<file path="config.mk">
export PLATFORM = sky130hd
export DESIGN_NAME = fetch_ctrl_flat
export DESIGN_NICKNAME = d
export VERILOG_FILES = /design/src/rtl/fetch_pkg.sv /design/src/rtl/fetch_ctrl_if.sv /design/src/rtl/fetch_out_reg.sv /design/src/rtl/fetch_ctrl.sv /design/src/flat_wrapper.sv
export SDC_FILE = /design/constraint.sdc
export NUM_CORES = 1
export LEC_CHECK = 0
export BUFFER_PORTS_ARGS = -buffer_cell sky130_fd_sc_hd__buf_2
export CAP_MARGIN = 0
export CORE_MARGIN = 3
export CORE_UTILIZATION = 40
export CTS_BUF_LIST = sky130_fd_sc_hd__clkbuf_4 sky130_fd_sc_hd__clkbuf_8
export DETAILED_ROUTE_END_ITERATION = 8
export PLACE_DENSITY = 0.68
export REMOVE_ABC_BUFFERS = 1
export SYNTH_ARGS = -nofsm -noshare
export SYNTH_HDL_FRONTEND = slang
export SYNTH_SLANG_ARGS = --single-unit
</file>
<file path="constraint.sdc">
create_clock -name clk -period 2.2 [get_ports clk]
set_clock_uncertainty 0.1 [all_clocks]
set_input_delay 0.44 -clock clk [delete_from_list [all_inputs] [get_ports clk]]
set_output_delay 0.44 -clock clk [all_outputs]
set_load 0.01 [all_outputs]
</file>
<file path="src/rtl/fetch_pkg.sv">
// fetch_pkg: shared widths, FSM states and output payload for the fetch controller
package fetch_pkg;
   localparam int INSTR_W = 32;
   localparam int PC_W = 32;
   localparam int IMEM_DEPTH_DEF = 400;
   typedef enum logic [1:0] {RUN, DRAIN, HALT, FAULT} fetch_state_t;
   typedef struct packed {
      logic [PC_W-1:0] pc;
      logic [INSTR_W-1:0] instr;
   } fetch_out_t;
endpackage

</file>
<file path="src/rtl/fetch_ctrl_if.sv">
// fetch_ctrl_if: imem, redirect and decode-side handshake signals of the fetch controller
interface fetch_ctrl_if;
   import fetch_pkg::*;
   logic [PC_W-1:0] imem_addr;
   logic [INSTR_W-1:0] imem_rdata;
   logic redirect_valid;
   logic [PC_W-1:0] redirect_pc;
   logic out_valid;
   logic out_ready;
   logic [INSTR_W-1:0] out_instr;
   logic [PC_W-1:0] out_pc;
   logic halted;
   logic fault;
   modport master(
      output imem_addr, out_valid, out_instr, out_pc, halted, fault,
      input imem_rdata, redirect_valid, redirect_pc, out_ready
   );
   modport slave(
      input imem_addr, out_valid, out_instr, out_pc, halted, fault,
      output imem_rdata, redirect_valid, redirect_pc, out_ready
   );
endinterface

</file>
<file path="src/rtl/fetch_out_reg.sv">
// fetch_out_reg: valid/ready output register holding {pc, instr}, with flush and hold
module fetch_out_reg
   import fetch_pkg::*;
(
   input  logic       clk,
   input  logic       rst,
   input  logic       load,
   input  logic       flush,
   input  logic       ready,
   input  fetch_out_t d,
   output logic       valid,
   output fetch_out_t q
);
   // flush beats load so a redirected-away word never reaches decode
   always_ff @(posedge clk) begin
      if (rst) begin
         valid <= 1'b0;
         q <= '0;
      end else if (flush) begin
         valid <= 1'b0;
      end else if (load) begin
         valid <= 1'b1;
         q <= d;
      end else if (valid && ready) begin
         valid <= 1'b0;
      end
   end
endmodule

</file>
<file path="src/rtl/fetch_ctrl.sv">
// fetch_ctrl: PC, run/drain/halt FSM and output stage for instruction fetch;
// define FETCH_BOUNDS_EN to trap out-of-range redirect targets in a sticky FAULT state.
module fetch_ctrl
   import fetch_pkg::*;
#(
   parameter int IMEM_DEPTH = IMEM_DEPTH_DEF,
   parameter logic [PC_W-1:0] RESET_PC = '0
) (
   input logic clk,
   input logic rst,
   fetch_ctrl_if.master bus
);
   logic [PC_W-1:0] pc_q;
   fetch_state_t state;
   logic load, redir, bad;
   fetch_out_t d, o;
   assign load = (state == RUN) && (!bus.out_valid || bus.out_ready);
`ifdef FETCH_BOUNDS_EN
   assign redir = bus.redirect_valid && (state != FAULT);
   assign bad = bus.redirect_pc >= PC_W'(IMEM_DEPTH);
   assign bus.fault = state == FAULT;
`else
   assign redir = bus.redirect_valid;
   assign bad = 1'b0;
   assign bus.fault = 1'b0;
`endif
   assign bus.imem_addr = pc_q;
   assign bus.halted = state == HALT;
   assign d = '{pc: pc_q, instr: bus.imem_rdata};
   assign bus.out_pc = o.pc;
   assign bus.out_instr = o.instr;
   always_ff @(posedge clk) begin
      if (rst) begin
         pc_q <= RESET_PC;
         state <= RUN;
      end else if (redir) begin
         state <= bad ? FAULT : RUN;
         if (!bad) pc_q <= bus.redirect_pc;
      end else if (load) begin
         pc_q <= pc_q + PC_W'(1);
         if (pc_q == PC_W'(IMEM_DEPTH - 1)) state <= DRAIN;
      end else if (state == DRAIN && (!bus.out_valid || bus.out_ready)) begin
         state <= HALT;
      end
   end
   fetch_out_reg u_out (
      .clk(clk),
      .rst(rst),
      .load(load),
      .flush(redir),
      .ready(bus.out_ready),
      .d(d),
      .valid(bus.out_valid),
      .q(o)
   );
endmodule

</file>
<file path="src/flat_wrapper.sv">
// flat-port wrapper written by rule: the top's interface ports become plain ports
module fetch_ctrl_flat import fetch_pkg::*;
#(
   parameter int IMEM_DEPTH = IMEM_DEPTH_DEF,
   parameter logic [PC_W-1:0] RESET_PC = '0
)
  (clk, rst, bus_imem_addr, bus_out_valid, bus_out_instr, bus_out_pc, bus_halted, bus_fault, bus_imem_rdata, bus_redirect_valid, bus_redirect_pc, bus_out_ready);
  fetch_ctrl_if bus_i ();
  input logic clk;
  input logic rst;
  output wire logic [$bits(bus_i.imem_addr)-1:0] bus_imem_addr;
  output wire logic [$bits(bus_i.out_valid)-1:0] bus_out_valid;
  output wire logic [$bits(bus_i.out_instr)-1:0] bus_out_instr;
  output wire logic [$bits(bus_i.out_pc)-1:0] bus_out_pc;
  output wire logic [$bits(bus_i.halted)-1:0] bus_halted;
  output wire logic [$bits(bus_i.fault)-1:0] bus_fault;
  input wire logic [$bits(bus_i.imem_rdata)-1:0] bus_imem_rdata;
  input wire logic [$bits(bus_i.redirect_valid)-1:0] bus_redirect_valid;
  input wire logic [$bits(bus_i.redirect_pc)-1:0] bus_redirect_pc;
  input wire logic [$bits(bus_i.out_ready)-1:0] bus_out_ready;
  assign bus_imem_addr = bus_i.imem_addr;
  assign bus_out_valid = bus_i.out_valid;
  assign bus_out_instr = bus_i.out_instr;
  assign bus_out_pc = bus_i.out_pc;
  assign bus_halted = bus_i.halted;
  assign bus_fault = bus_i.fault;
  assign bus_i.imem_rdata = bus_imem_rdata;
  assign bus_i.redirect_valid = bus_redirect_valid;
  assign bus_i.redirect_pc = bus_redirect_pc;
  assign bus_i.out_ready = bus_out_ready;
  fetch_ctrl #(.IMEM_DEPTH(IMEM_DEPTH), .RESET_PC(RESET_PC)) u_core (.clk(clk), .rst(rst), .bus(bus_i));
endmodule
</file>
==> results.md <==
* Total GRT Usage at 0.2125
* Nets@finish at 821
* Residual DRC count at 0
* CP max FO at 8
* Vias at 4815
* Reg clk slew, reported paths at 100 ps
* Asr flop ratio synth at 0
* Initial antenna violation count at 0
* Total wire length after detailed routing at 13610 µm
* Vias per std cell at 5.392
* IO Pins at 167
* Grt met1 use at 0.2775
* Core Footprint at 0.01056 mm²
* Post-synthesis instance area at 0.004424 mm²
* EDFF count, synth at 0
* DIE WIDTH at 111.2 µm
* Most frequent cell after synthesis: nand2_1
* Die Area at 0.01236 mm²
* # fillers at 1013
* Seq/Total Area, Yosys at 0.4480
* Synth Area per Inst at 7.654 µm²
* Status: complete, no violations
* First-pass iteration count of the detailed router at 5
* GP Congestion at 0.8775
* Port bufs at 165
* Synth area leaders: dfxtp_1, nand2_1, a21oi_1, clkbuf_1, nor2_1
* Setup-failing EPs final at 0
* Number of global-route vias before repair at 4596
* Clock power share at 0.318
* Fin. max-slew vios at 0
* Unique masters post-synth at 46
* Clk_lat worst skew at 360 ps
* Antenna viol nets, final at 0
* Area of the multi-input gates at 0.002263 mm²
* Hold-fix buffers at CTS at 0
* Startpoint Class: register
* Cts bufs inserted at 9
* GRT met2 Usage at 0.3454
* Fin crit period at 2155 ps
* Clk sink count at 99
* WL per Instance at 15.24 µm
* Worst Path Arrival at 2330 ps
* Register area at 0.001982 mm²
* DR iter-0 viols at 324
* YS warnings at 0
* Sw Ratio at 0.2897
* Final hold violations at 0
* Layout cells sized above 1 at 0.3197
* Rows at 37
* Max clock buf depth at 2
* Area Overhead vs Synth at 33.31%
* Post-place instance area at 0.005633 mm²
* Most used DFF post-synth: dfxtp_1
* Seq cells post-synth at 99
* Switching power at 1.109 mW
* Max stage delay on crit path at 540 ps
* Kind of critical path: register to register
* H-tree levels at 3
* Cell Chain, Critical Path: or2_1 -> or4_4 -> buf_6 -> buf_4 -> or3_1 -> a311oi_1
* Cell count after placement at 874
* Final period util at 0.9795
* Initial Util at 0.4192
* Peak supply drop at 401.6 µV
* Post-detail-place hpwl at 9879 µm
* Lkg Pwr at 2.526 nW
* First-pass GRT wire length at 22000 µm
* Grt total ovfl at 0
* Dpl ws at -19.49 ps
* Post-synth top area cell: dfxtp_1
* Gate power share at 0.166
* CTS root buf: clkbuf_8
* Highest Clock Rate at 464.1 MHz
* Largest net degree at the start of global routing at 72
* Most frequent cells after synthesis: nand2_1, dfxtp_1, a21oi_1
* Layout Cells excl Fill at 893
* Pwr Density at 649.3 mW/mm²
* Finished Cell Area at 0.005898 mm²
* Antenna Cells at 0
* CTS tree: done
* Mapped Cells at 578
* Worst path required time at 2370 ps
* Slowest stage cell, crit path: or4_4
* Die height at 111.2 µm
* Setup ws final at 45.13 ps
* Tot Pwr at 3.829 mW
* HP Class: primary input to register
* Endpoint class of the critical path: register
* Top cell type's share of synthesized area at 0.4480
* Max capacitance violation total at 0
* GR peak layer: met2
* Internal at 2.720 mW
* Grt met3 use at 0.04803
* Sequential share of power at 0.516
==> metrics by stage <==
step | hold slack [ps] | setup TNS (ps) | utilization
6_report | 198.5 | 0 | 0.5588
5_1_grt | 183.1 | -2.570 | 0.5588
4_1_cts | 177.7 | 0 | 0.5533
3_5_place_dp | 345.1 | -30.69 | 0.5337
3_3_place_gp | 338.9 | 0 | 0.5337
2_1_floorplan | 374.5 | -132140 | -
==> power by group through the flow <==
stage	combinational [mW]	clock [mW]	sequential, mW
finish	0.635	1.22	1.98
global route	0.703	1.34	2.00
CTS	0.636	1.26	1.98
detailed placement	0.635	0	2.02
global placement	0.621	0	2.01
floorplan	0.212	0	2.08
==> flip-flops by register name (all words and copies together) (netlist names) <==
signal                cells
u_core.state              2
u_core.bus.imem_addr     32
u_core.u_out.q           64
u_core.u_out.valid        1
==> path summary, 6_finish.rpt <==
kind / from / end / slack [ps] / cells past startpoint
worst max-delay path: u_core.state[0] / u_core.bus.imem_addr[9] / 50 / 6
worst min-delay path: bus_imem_rdata[12] / u_core.u_out.q[12] / 200 / 3
worst max register to register: u_core.state[0] / u_core.bus.imem_addr[9] / 50 / 6
worst min register to register: u_core.u_out.q[25] / u_core.u_out.q[25] / 360 / 2
==> routing by layer <==
layer	part of all wire	vias up
li1	-	2380
met1	0.44	2217
met2	0.46	198
met3	0.077	20
met4	0.020	0
met5	0	-
==> logic make-up after synthesis <==
logic type                 count (synthesis)  share of synthesized area
and+or+nand+nor                          289                     0.3083
AOI/OAI and AO/OA                        126                     0.1759
DFF                                       99                     0.4480
buffers and inverters                     55                    0.05034
xor gates and xnor gates                   7                    0.01386
adders and majority gates                  1                   0.002828
other                                      1                  0.0008476
==> critical path, delay by kind of cell, from the launching register on <==
kind,cells,cell delay (ps)
buf+inv,2,290
simple gates,3,1070
compound gates,1,250
flops,1,350
==> final cells by class <==
cell class / instances / area share
multi-input combinational: 424 / 0.3838
timing repair buffer: 214 / 0.2136
clock inverter: 7 / 0.01421
tap: 136 / 0.02885
sequential: 99 / 0.3360
inverter: 4 / 0.002546
clock buffer: 9 / 0.02100
==> what timing repair did <==
action                                  in CTS  in global routing
endpoints found under the setup margin       0                  8
resized for setup                            0                  9
endpoints found under the hold margin        0                  0
buffers inserted                             0                  2
==> placed cells by master, fill, tap and decap left out, drive strengths merged, types with 5 or more instances in the layout <==
cell type / n
buf: 214
nand2: 150
dfxtp: 99
a21oi: 71
nor2: 34
nand3: 20
or4: 16
nor4: 14
a311oi: 14
nand4: 11
or3: 11
o21ai: 10
o31ai: 9
clkbuf: 9
a211oi: 8
nor3: 7
inv: 7
and4: 6
nor3b: 5
No activity file was read; power rests on OpenSTA's default activity.
